===== src/rtl/fx2_fifo_responder.sv =====
// FX2 slave-FIFO responder: EP2 (host->FPGA) show-ahead FIFO and EP6 (FPGA->host)
// packet FIFO with commit pointer, both driven by the FPGA-side slave-FIFO master.
module fx2_fifo_responder #(
    parameter int DEPTH    = 16,
    parameter int PKT_SIZE = 8
) (
    input  logic       sys_clk,
    input  logic       sys_rst,
    input  logic [1:0] fifoadr,
    input  logic       slrd_n,
    input  logic       slwr_n,
    input  logic       sloe_n,
    input  logic       pktend_n,
    input  logic [7:0] fd_in,
    output logic [7:0] fd_out,
    output logic       fd_oe,
    output logic       ep2_empty_n,
    output logic       ep6_full_n,
    input  logic       h_wr_valid,
    input  logic [7:0] h_wr_data,
    output logic       h_wr_ready,
    output logic       h_rd_valid,
    output logic [7:0] h_rd_data,
    output logic       h_rd_last,
    input  logic       h_rd_ready,
    output logic       ovf_err,
    output logic       udf_err
);
    localparam int AW = $clog2(DEPTH);
    typedef logic [AW:0] ptr_t;
    localparam ptr_t ONE     = ptr_t'(1);
    localparam ptr_t PKT_LIM = ptr_t'(PKT_SIZE);

    logic [7:0] ep2_mem [DEPTH];
    logic [8:0] ep6_mem [DEPTH];

    ptr_t wp2, rp2, wp6, cp6, rp6, ucnt;
    ptr_t wp2_nxt, rp2_nxt, wp6_nxt, cp6_nxt, rp6_nxt, ucnt_nxt, wp6_prev;
    logic rd2, push2, pop2, wr6, pe6, push6, pop6, last_new, tag_old;

    function automatic logic is_full(input ptr_t w, input ptr_t r);
        return (w[AW] != r[AW]) && (w[AW-1:0] == r[AW-1:0]);
    endfunction

    always_comb begin
        rd2      = !slrd_n && (fifoadr == 2'b00);
        push2    = h_wr_valid && h_wr_ready;
        pop2     = rd2 && ep2_empty_n;
        wp2_nxt  = wp2 + ptr_t'(push2);
        rp2_nxt  = rp2 + ptr_t'(pop2);

        wr6      = !slwr_n && (fifoadr == 2'b10);
        pe6      = !pktend_n && (fifoadr == 2'b10);
        push6    = wr6 && ep6_full_n;
        pop6     = h_rd_valid && h_rd_ready;
        last_new = ((ucnt + ONE) == PKT_LIM) || pe6;
        wp6_prev = wp6 - ONE;
        wp6_nxt  = wp6 + ptr_t'(push6);
        rp6_nxt  = rp6 + ptr_t'(pop6);
        cp6_nxt  = cp6;
        ucnt_nxt = ucnt;
        tag_old  = 1'b0;
        if (push6) begin
            if (last_new) begin
                cp6_nxt  = wp6 + ONE;
                ucnt_nxt = '0;
            end else begin
                ucnt_nxt = ucnt + ONE;
            end
        end else if (pe6 && (ucnt != '0)) begin
            // PKTEND without data closes the open packet by tagging its newest byte
            tag_old  = 1'b1;
            cp6_nxt  = wp6;
            ucnt_nxt = '0;
        end
    end

    always_ff @(posedge sys_clk) begin
        if (sys_rst) begin
            wp2         <= '0;
            rp2         <= '0;
            wp6         <= '0;
            cp6         <= '0;
            rp6         <= '0;
            ucnt        <= '0;
            ep2_empty_n <= 1'b0;
            ep6_full_n  <= 1'b1;
            h_wr_ready  <= 1'b1;
            h_rd_valid  <= 1'b0;
            ovf_err     <= 1'b0;
            udf_err     <= 1'b0;
        end else begin
            wp2         <= wp2_nxt;
            rp2         <= rp2_nxt;
            wp6         <= wp6_nxt;
            cp6         <= cp6_nxt;
            rp6         <= rp6_nxt;
            ucnt        <= ucnt_nxt;
            ep2_empty_n <= (wp2_nxt != rp2_nxt);
            h_wr_ready  <= !is_full(wp2_nxt, rp2_nxt);
            ep6_full_n  <= !is_full(wp6_nxt, rp6_nxt);
            h_rd_valid  <= (cp6_nxt != rp6_nxt);
            if (rd2 && !ep2_empty_n) udf_err <= 1'b1;
            if (wr6 && !ep6_full_n)  ovf_err <= 1'b1;
        end
    end

    always_ff @(posedge sys_clk) begin
        if (!sys_rst) begin
            if (push2) ep2_mem[wp2[AW-1:0]] <= h_wr_data;
            if (push6) ep6_mem[wp6[AW-1:0]] <= {last_new, fd_in};
            else if (tag_old) ep6_mem[wp6_prev[AW-1:0]][8] <= 1'b1;
        end
    end

    assign fd_out    = ep2_empty_n ? ep2_mem[rp2[AW-1:0]] : '0;
    assign fd_oe     = !sloe_n && (fifoadr == 2'b00);
    assign h_rd_data = ep6_mem[rp6[AW-1:0]][7:0];
    assign h_rd_last = h_rd_valid && ep6_mem[rp6[AW-1:0]][8];
endmodule


===== config.mk =====
export PLATFORM = sky130hd
export DESIGN_NAME = fx2_fifo_responder
export DESIGN_NICKNAME = d
export VERILOG_FILES = /design/src/rtl/fx2_fifo_responder.sv
export SDC_FILE = /design/constraint.sdc
export NUM_CORES = 1
export LEC_CHECK = 0
export ABC_AREA = 1
export CORE_ASPECT_RATIO = 0.5
export CORE_MARGIN = 2
export CORE_UTILIZATION = 40
export CTS_CLUSTER_DIAMETER = 100
export DETAILED_ROUTE_END_ITERATION = 10
export HOLD_SLACK_MARGIN = 0.02
export MAX_ROUTING_LAYER = met4
export SLEW_MARGIN = 20
export SYNTH_ARGS = -nofsm -noshare
export SYNTH_HDL_FRONTEND = slang
export SYNTH_SLANG_ARGS = --single-unit

===== constraint.sdc =====
create_clock -name sys_clk -period 3.2 [get_ports sys_clk]
set_input_delay 0.64 -clock sys_clk [delete_from_list [all_inputs] [get_ports sys_clk]]
set_output_delay 0.64 -clock sys_clk [all_outputs]
set_load 0.03 [all_outputs]

==> results of run 1 <==
## synth_stat cells (3+ instances only)
library cell / n
nand4_1: 3
nor3_2: 8
a22oi_1: 5
inv_1: 45
inv_2: 9
clkinv_1: 3
nand2_4: 4
nor3_1: 11
nor2_1: 201
nand2_1: 77
o211ai_1: 15
o221ai_1: 54
dfxtp_1: 36
clkbuf_1: 56
nand3_1: 53
o21ai_0: 139
edfxtp_1: 272
xor2_1: 17
xnor2_1: 5
o22ai_1: 15
ha_1: 12
a21oi_1: 17
## registers in the layout (all words and copies together), names as in the netlist
register / flops
cp6: 5
h_wr_ready: 1
rp2: 5
h_rd_valid: 1
udf_err: 1
wp6: 5
ep6_full_n: 1
ep6_mem: 144
rp6: 5
ep2_empty_n: 1
ep2_mem: 128
wp2: 5
ovf_err: 1
ucnt: 5
## worst max-delay path by stage
stage                     end  cells past startpoint  startpoint
6_report         h_rd_data[4]                      8      rp6[0]
5_1_grt             fd_out[6]                      8      rp2[1]
4_1_cts             fd_out[3]                      6      rp2[0]
3_5_place_dp    ep6_mem[5][2]                     12  fifoadr[0]
3_3_place_gp    ep6_mem[7][1]                     12  fifoadr[0]
2_1_floorplan  ep6_mem[10][0]                     10    pktend_n
## logic make-up after synthesis
kind of cell / after synthesis / share of synthesized area
AND/OR/NAND/NOR: 368 / 0.125
flip-flops: 308 / 0.688
AO/OA/AOI/OAI: 252 / 0.121
buffers and inverters: 122 / 0.0374
XOR/XNOR: 23 / 0.0170
adder cells (fa/ha/maj): 12 / 0.0116
## layout by cell type (no fill, tap or decap), types with 3 or more instances in the layout
cell,netlist,layout
nor2_1,201,201
inv_2,9,9
clkbuf_1,56,4
edfxtp_1,272,272
bufinv_16,0,4
clkdlybuf4s50_1,0,32
clkinvlp_4,0,4
nand4_1,3,3
o221ai_1,54,53
clkinv_2,2,7
nand2_1,77,77
dlygate4sd2_1,0,9
o22ai_1,15,15
clkbuf_16,0,29
xor2_1,17,17
buf_12,0,6
dfxtp_1,36,34
nor3_1,11,11
nand3_1,53,52
clkinv_1,3,7
a21oi_1,17,15
ha_1,12,12
xnor2_1,5,5
o211ai_1,15,15
a22oi_1,5,5
inv_1,45,44
o21ai_0,139,138
buf_4,0,56
nor3_2,8,8
nand2_4,4,4
## worst max-delay path: cells and delay by family (launching register included)
kind            cells  cell delay [ns]
buf+inv             4             0.95
simple gates        3             0.31
flops               1             0.34
compound gates      1             0.23
## routing by layer
metal,global-route usage,share of wire,vias to the layer above
met4,0.0520,0.022,0
met2,0.313,0.48,248
met5,-,0,-
li1,-,-,4110
met3,0.0283,0.055,49
met1,0.239,0.44,4341
## final cells by class
| cell class | count | share of cell area |
|---|---|---|
| multi-input cells | 655 | 0.235 |
| well taps | 432 | 0.0356 |
| inverters | 60 | 0.0157 |
| repair buffers | 108 | 0.0648 |
| clock inverters | 18 | 0.0136 |
| clock buffers | 33 | 0.0488 |
| flip-flops and latches | 308 | 0.586 |
## report_power, final
part	total [mW]	switching (mW)	internal, mW
Clock	3.45	1.47	1.98
Sequential	4.41	0.0183	4.39
Combinational	0.500	0.338	0.162
## metrics by stage
stage / total power, mW / hold WS, ns / area (um^2)
2_1_floorplan: 4.78 / 0.464 / 12900
3_3_place_gp: 5.00 / 0.457 / 14200
3_5_place_dp: 5.01 / 0.471 / 14200
4_1_cts: 8.43 / 0.486 / 15200
5_1_grt: 8.65 / 0.511 / 15200
6_report: 8.37 / 0.477 / 15200
## what timing repair did
item	in CTS	in global routing
setup endpoints to repair	13	10
hold buffers	0	0
buffers inserted	0	0
resized for setup	18	10
==> qor.csv, run 1 <==
metric,value,unit
share of layout cells above drive strength 1,0.127,
fin cells,1614,
setup violators final,0,
P per Cell Area,552,nW/um^2
CP max stage delay,0.40,ns
Worst R2R Start,ucnt[0],
final hold violation count,0,
placed cells,1563,
Num CTS Buffers,29,
number of distinct library cells after synthesis,42,
FF-to-FF setup slack,0.64,ns
Post-Route WL,30500,um
critical path arrival,2.42,ns
Final #Nets,1200,
Mean Syn Cell Area,11.9,um^2
"EDFF count, synth",272,
CP max stage cell,dlygate4sd2_1,
yosys warns,0,
max-slew violation count,0,
Worst R2R Path Depth,12,
TritonRoute pass-1 iters,5,
Max Freq,0.327,GHz
outcome,"complete, no violations",
Max VDD drop,0.000381,V
core area,31700,um^2
top post-synthesis cells by area,"edfxtp_1, nor2_1, dfxtp_1",
element type at the critical path end,output port,
Critical Path Start Type,flop,
Total Routing Usage GR,0.187,
final-layout fill cell count,2752,
leakage power,5.17,nW
clk_lat worst skew,0.56,ns
CTS sink cnt,308,
first-pass GRT wire length,47400,um
number of global-route vias before repair,8658,
WL/cell,18.9,um
"FFs w/ async S/R, synth",0,
clk buf depth,3,
H-Tree Depth,1,
# diodes,0,
worst hold stages,1,
Syn Inst Count,1085,
largest net degree at the start of global routing,74,
Die H,131,um
GR Overflow Total,0,
post-route clock period utilization,0.956,
die area,33800,um^2
path type of the worst setup path,flop to output port,
Multi-input gate area,3570,um^2
worst-margin pin slew,0.723,ns
via count,8748,
Synth Register Bits,308,
GP Congestion,0.891,
Post-Syn Area,12900,um^2
CP Cell Sequence,clkinv_2 > buf_12 > buf_4 > nor2_1 > o221ai_1 > nand3_1 > nand2_1 > dlygate4sd2_1,
Final TNS setup,0,ns
Storage cell area,8890,um^2
drc violations,0,
violation count after the first detailed-route iteration,803,
WP data required,2.56,ns
RSZ-0062 raised after global routing,no,
Crit Reg-Reg Endpoint,ep6_mem[4][5],
P&R area growth vs syn,17.4,%
die width,258,um
post-placement worst setup slack,-0.0219,ns
CTS tree,built,
slew margin rel.,0.518,
HP Class,flop to flop,
Starting Density,0.407,
commonest register cell after synthesis,edfxtp_1,
post-layout util,0.478,
peak fanout along the critical path,30,
Boundary Pins,50,
"Reg clk slew, reported paths",0.06,ns
most area-hungry cell type in the Yosys netlist,edfxtp_1,
setup slack after layout,0.142,ns
hold path endpoint,udf_err,
final antenna-violating net count,0,
Synth top area share,0.632,
clk_skew,0.0149,ns
clock root buffer,clkbuf_16,
fin crit period,3.06,ns
Post-Syn Nets,1123,
number of placement rows,46,
worst min-delay path startpoint,udf_err,
routed vias/inst,5.42,
post-synthesis sequential area ratio,0.688,
IO buf count,49,
initial antenna violation count,0,
DPL Wire Length,20000,um
max cap viols,0,
Note: power is estimated with default switching activity, not from simulation.
==> run 2, diff against run 1 <==
--- a/config.mk
+++ b/config.mk
@@ -8,12 +8,13 @@
 export ABC_AREA = 1
 export CORE_ASPECT_RATIO = 0.5
 export CORE_MARGIN = 2
-export CORE_UTILIZATION = 40
+export CORE_UTILIZATION = 50
 export CTS_CLUSTER_DIAMETER = 100
 export DETAILED_ROUTE_END_ITERATION = 10
 export HOLD_SLACK_MARGIN = 0.02
 export MAX_ROUTING_LAYER = met4
-export SLEW_MARGIN = 20
+export PLACE_DENSITY = 0.67
+export SLEW_MARGIN = 25
 export SYNTH_ARGS = -nofsm -noshare
 export SYNTH_HDL_FRONTEND = slang
 export SYNTH_SLANG_ARGS = --single-unit
==> run 2 against run 1 <==
  * Flip-flop and latch count unchanged
  * Maximum frequency about the same
  * Global-route usage up 4.7 points
  * Register-to-register slack about the same
  * Hold slack worse by 0.0016 ns
  * Utilization up 11 points
  * Routed wire length down 1.5%
  * Clock skew down 0.0011 ns
  * First-iteration DRC count down 11%
  * Power down 0.58%
  * Combinational power down 1%
  * Critical endpoint is now fd_out[7]
  * Clock power down 1%
  * Critical path type unchanged
==> qor.csv, run 2 (synthesized netlist as in run 1, its figures left out) <==
metric,value,unit,change
Max Freq,0.327,GHz,about the same
Final TNS setup,0,ns,unchanged
RSZ-0062 raised after global routing,no,,unchanged
initial antenna violation count,0,,unchanged
"Design Area, Final",15000,um^2,was 15200 um^2
drc violations,0,,unchanged
hold path endpoint,ovf_err,,was udf_err
fin crit period,3.06,ns,about the same
Total Routing Usage GR,0.233,,was 0.187
number of global-route vias before repair,8501,,was 8658
max cap viols,0,,unchanged
die width,231,um,was 258 um
postcts setup bufs,0,,unchanged
"most common cell after layout, fill and taps aside",edfxtp_1,,unchanged
worst-margin pin slew,0.720,ns,was 0.723 ns
element type at the critical path end,output port,,unchanged
final hold violation count,0,,unchanged
CTS Hold Bufs,0,,unchanged
Critical Path Start Type,flop,,unchanged
GP Congestion,0.848,,was 0.891
clk buf depth,3,,unchanged
M3 GR Usage,0.0366,,was 0.0283
max-slew violation count,0,,unchanged
core area,25300,um^2,was 31700 um^2
leakage power,5.13,nW,was 5.17 nW
Design Power,8.32,mW,was 8.37 mW
"Reg clk slew, reported paths",0.07,ns,was 0.06 ns
Worst R2R Path Depth,12,,unchanged
final antenna-violating net count,0,,unchanged
max FFs per register,144,,unchanged
setup violators final,0,,unchanged
share of layout cells above drive strength 1,0.118,,was 0.127
Num CTS Buffers,27,,was 29
# diodes,0,,unchanged
placed cells,1475,,was 1563
largest net degree at the start of global routing,40,,was 74
DPL Wire Length,19600,um,was 20000 um
Worst R2R Start,ucnt[0],,unchanged
H-Tree Depth,1,,unchanged
HP Class,flop to flop,,unchanged
GRT Max-Usage Layer,met2,,unchanged
routed vias/inst,5.73,,was 5.42
routing usage on met2,0.369,,was 0.313
worst hold stages,2,,was 1
post-route clock period utilization,0.956,,about the same
clk_lat worst skew,0.55,ns,was 0.56 ns
Boundary Pins,50,,unchanged
clk_skew,0.0138,ns,was 0.0149 ns
CTS sink cnt,308,,unchanged
number of placement rows,41,,was 46
placed cell area,14000,um^2,was 14200 um^2
via count,8737,,was 8748
Die H,118,um,was 131 um
outcome,"complete, no violations",,unchanged
P&R area growth vs syn,15.8,%,was 17.4%
met1 Use GR,0.319,,was 0.239
P per Cell Area,556,nW/um^2,was 552 nW/um^2
GR Overflow Total,0,,unchanged
Final #Nets,1198,,was 1200
Crit Reg-Reg Endpoint,ep6_mem[5][0],,was ep6_mem[4][5]
Max VDD drop,0.000412,V,was 0.000381 V
WP data required,2.56,ns,about the same
first-pass GRT wire length,47800,um,was 47400 um
slew margin rel.,0.519,,was 0.518
violation count after the first detailed-route iteration,718,,was 803
critical path arrival,2.42,ns,about the same
worst min-delay path startpoint,ovf_err,,was udf_err
fin cells,1524,,was 1614
CTS tree,built,,unchanged
Post-Route WL,30000,um,was 30500 um
Starting Density,0.511,,was 0.407
IO buf count,49,,unchanged
WL/cell,19.7,um,was 18.9 um
path type of the worst setup path,flop to output port,,unchanged
die area,27200,um^2,was 33800 um^2
most frequent cells in the layout,"edfxtp_1, nor2_1, o21ai_0",,unchanged
clock root buffer,clkbuf_16,,unchanged
WHS,0.476,ns,was 0.477 ns
FF-to-FF setup slack,0.65,ns,was 0.64 ns
peak fanout along the critical path,13,,was 30
TritonRoute pass-1 iters,5,,unchanged
run 2: worst max-delay path by stage:
stage,startpoint,end,slack [ns],cells after the start
floorplan,pktend_n,ep6_mem[10][0],0.45,10
CTS,rp2[0],fd_out[3],0.12,7
global route,rp2[1],fd_out[5],0.02,7
detailed placement,fifoadr[0],ep6_mem[5][2],-0.04,12
global placement,fifoadr[0],ep6_mem[4][1],0.07,12
finish,rp2[1],fd_out[7],0.14,7
run 2: final cells by class:
class	count	area, um^2
sequential	308	8890
inverter	60	233
timing repair buffer	108	932
clock buffer	32	694
tap	344	430
clock inverter	17	226
multi-input combinational	655	3550
fill	2035	10300
run 2: repair_timing:
action | 4_1_cts | 5_1_grt
resized for setup | 18 | 3
gates cloned | 0 | 0
endpoints found under the setup margin | 14 | 2
run 2: critical path, stage by stage, from the launching register on:
cell and delay, ns:
dfxtp_1 0.32, inv_1 0.19, buf_4 0.25, o21ai_0 0.12, o221ai_1 0.23, nand3_1 0.14
a21oi_1 0.21, dlygate4sd2_1 0.42
run 2: layer usage:
layer / routed length (um) / up-vias / share of wire
li1: - / 4109 / -
met1: 13500 / 4309 / 0.45
met2: 14200 / 276 / 0.47
met3: 1770 / 43 / 0.059
met4: 549 / 0 / 0.018
met5: 0 / - / 0
run 2: power by group:
group	switching (mW)	internal [mW]
Clock	1.45	1.97
Sequential	0.0172	4.39
Combinational	0.343	0.152
Total	1.81	6.51
run 2: through the flow:
stage               utilization  setup slack, ns
finish                    0.592            0.141
global route              0.592           0.0248
CTS                       0.592            0.123
detailed placement        0.555          -0.0360
global placement          0.555           0.0701
floorplan                     -            0.446
==> run 3, diff against run 2 <==
--- a/config.mk
+++ b/config.mk
@@ -6,7 +6,7 @@
 export NUM_CORES = 1
 export LEC_CHECK = 0
 export ABC_AREA = 1
-export CORE_ASPECT_RATIO = 0.5
+export ABC_CLOCK_PERIOD_IN_PS = 3200
 export CORE_MARGIN = 2
 export CORE_UTILIZATION = 50
 export CTS_CLUSTER_DIAMETER = 100
==> run 3 against run 2 <==
  * Flip-flop and latch count unchanged
  * Critical endpoint is now fd_out[4]
  * Hold slack about the same
  * Combinational power fell by 3%
  * Via count shrank 1.1%
  * Register-to-register slack better by 0.07 ns
  * Non-clock buffer count is 3 lower
  * Worst setup slack lost 0.014 ns
  * Final cell count is 0.20% lower
  * Cell area increased by 1.0%
  * Count of clock-buffer cells in the layout rose by 14
  * Sequential power barely moved
==> qor.csv, run 3 (synthesized netlist as in run 1, its figures left out) <==
metric,value,unit,change
outcome,"complete, no violations",,unchanged
violation count after the first detailed-route iteration,972,,was 718
CTS sink cnt,308,,unchanged
family with the most delay on the worst path,compound AO/OA/AOI/OAI gates,,was buffers and inverters
Boundary Pins,50,,unchanged
number of global-route vias before repair,8494,,was 8501
H-Tree Depth,2,,was 1
most frequent cells in the layout,"edfxtp_1, nor2_1, o21ai_0",,unchanged
number of placement rows,58,,was 41
CTS tree,built,,unchanged
worst hold stages,2,,unchanged
clk buf depth,3,,unchanged
"most common cell after layout, fill and taps aside",edfxtp_1,,unchanged
WP data required,2.56,ns,about the same
routed vias/inst,5.68,,was 5.73
via count,8642,,was 8737
clk_skew,0.0191,ns,was 0.0138 ns
final antenna-violating net count,0,,unchanged
WL/cell,18.8,um,was 19.7 um
drc violations,0,,unchanged
Die H,165,um,was 118 um
Num CTS Buffers,35,,was 27
clock root buffer,clkbuf_16,,unchanged
CP Cell Sequence,buf_4 > o21ai_0 > o221ai_1 > o211ai_1 > a21oi_1 > dlygate4sd2_1,,was inv_1 > buf_4 > o21ai_0 > o221ai_1 > nand3_1 > a21oi_1 > dlygate4sd2_1
postcts setup bufs,0,,unchanged
Starting Density,0.512,,was 0.511
first-pass GRT wire length,45700,um,was 47800 um
GP Congestion,0.861,,was 0.848
element type at the critical path end,output port,,unchanged
max FFs per register,144,,unchanged
largest net degree at the start of global routing,73,,was 40
worst min-delay path startpoint,ovf_err,,unchanged
leakage power,5.24,nW,was 5.13 nW
initial antenna violation count,0,,unchanged
FF-to-FF setup slack,0.72,ns,was 0.65 ns
CP max stage cell,dlygate4sd2_1,,unchanged
Crit Reg-Reg Endpoint,ep6_mem[7][7],,was ep6_mem[5][0]
setup violators final,0,,unchanged
CP max stage delay,0.44,ns,was 0.42 ns
max cap viols,0,,unchanged
slew margin rel.,0.521,,was 0.519
worst-margin pin slew,0.717,ns,was 0.720 ns
fin crit period,3.07,ns,was 3.06 ns
buffers plus inverters on the worst setup path,2,,was 3
P per Cell Area,569,nW/um^2,was 556 nW/um^2
post-route clock period utilization,0.960,,was 0.956
Worst R2R Start,ucnt[0],,unchanged
final hold violation count,0,,unchanged
Design Power,8.60,mW,was 8.32 mW
fin cells,1521,,was 1524
post-layout util,0.599,,was 0.592
"Reg clk slew, reported paths",0.05,ns,was 0.07 ns
HP Class,flop to flop,,unchanged
P&R area growth vs syn,17.0,%,was 15.8%
Max Freq,0.326,GHz,was 0.327 GHz
clk_lat worst skew,0.51,ns,was 0.55 ns
path type of the worst setup path,flop to output port,,unchanged
peak fanout along the critical path,27,,was 13
Critical Path Start Type,flop,,unchanged
critical path arrival,2.43,ns,was 2.42 ns
die width,165,um,was 231 um
Final TNS setup,0,ns,unchanged
GR Overflow Total,0,,unchanged
DPL Wire Length,18300,um,was 19600 um
Post-Route WL,28600,um,was 30000 um
max-slew violation count,0,,unchanged
Final #Nets,1203,,was 1198
placed cells,1458,,was 1475
CTS Hold Bufs,0,,unchanged
share of layout cells above drive strength 1,0.118,,about the same
core area,25300,um^2,about the same
Max VDD drop,0.000514,V,was 0.000412 V
IO buf count,49,,unchanged
# diodes,0,,unchanged
hold path endpoint,ovf_err,,unchanged
Worst R2R Path Depth,12,,unchanged
die area,27100,um^2,was 27200 um^2
RSZ-0062 raised after global routing,no,,unchanged
Total Routing Usage GR,0.225,,was 0.233
TritonRoute pass-1 iters,6,,was 5
run 3: changes by cell type in the layout (fill, tap and decap cells not counted), moves of 2 or more:
cell and delta:
clkbuf_16 +9, buf_4 -6, buf_12 +4, bufinv_16 -4, clkinv_2 +4, buf_6 -3, clkbuf_1 +3, clkinv_1 +3
clkinvlp_4 -3, clkbuf_8 +2, dlygate4sd2_1 +2
run 3: metrics by stage:
step	cell area, um^2	hold WS (ns)	worst slack (ns)
2_1_floorplan	12900	0.464	0.446
3_3_place_gp	14100	0.454	0.0606
3_5_place_dp	14100	0.466	0.00506
4_1_cts	15100	0.483	0.101
5_1_grt	15100	0.508	0.00514
6_report	15100	0.476	0.128
run 3: worst reg2reg max path: cells and delay by family, from the launching register on:
family	cells	cell delay (ns)
XOR/XNOR	1	0.17
adder cells (fa/ha/maj)	1	0.19
buffers and inverters	3	0.38
flip-flops	1	0.37
AND/OR/NAND/NOR	7	1.10
run 3: layer usage:
layer	track usage	vias to the layer above	wire, um
met5	-	-	0
met4	0.0700	0	707
met3	0.0316	59	1610
met2	0.357	307	13900
met1	0.303	4151	12400
li1	-	4125	-
run 3: how the worst max path moves through the flow:
stage,startpoint,end,slack (ns),cells past startpoint
after floorplan,pktend_n,ep6_mem[10][0],0.45,10
after global placement,fifoadr[0],ep6_mem[7][0],0.06,12
after detailed placement,fifoadr[1],ep6_mem[7][7],0.005,11
after CTS,rp6[0],h_rd_last,0.10,7
after global routing,rp6[0],h_rd_last,0.005,6
final,rp2[0],fd_out[4],0.13,6
run 3: power by group:
part | internal, mW | leakage [nW] | switching [mW]
sequential | 4.40 | 2.74 | 0.0184
combinational | 0.153 | 1.96 | 0.329
clock | 2.20 | 0.532 | 1.51
run 3: what timing repair did:
| action | CTS | global route |
|---|---|---|
| resized for setup | 17 | 2 |
| gates cloned | 0 | 0 |
| endpoints found under the setup margin | 16 | 1 |
run 3: area by class of cell:
type,instances,area [um^2]
Fill cell,2046,10100
Sequential cell,308,8890
Clock buffer,46,958
Timing Repair Buffer,105,955
Multi-Input combinational cell,655,3550
Inverter,60,233
Tap cell,330,413
Clock inverter,17,120
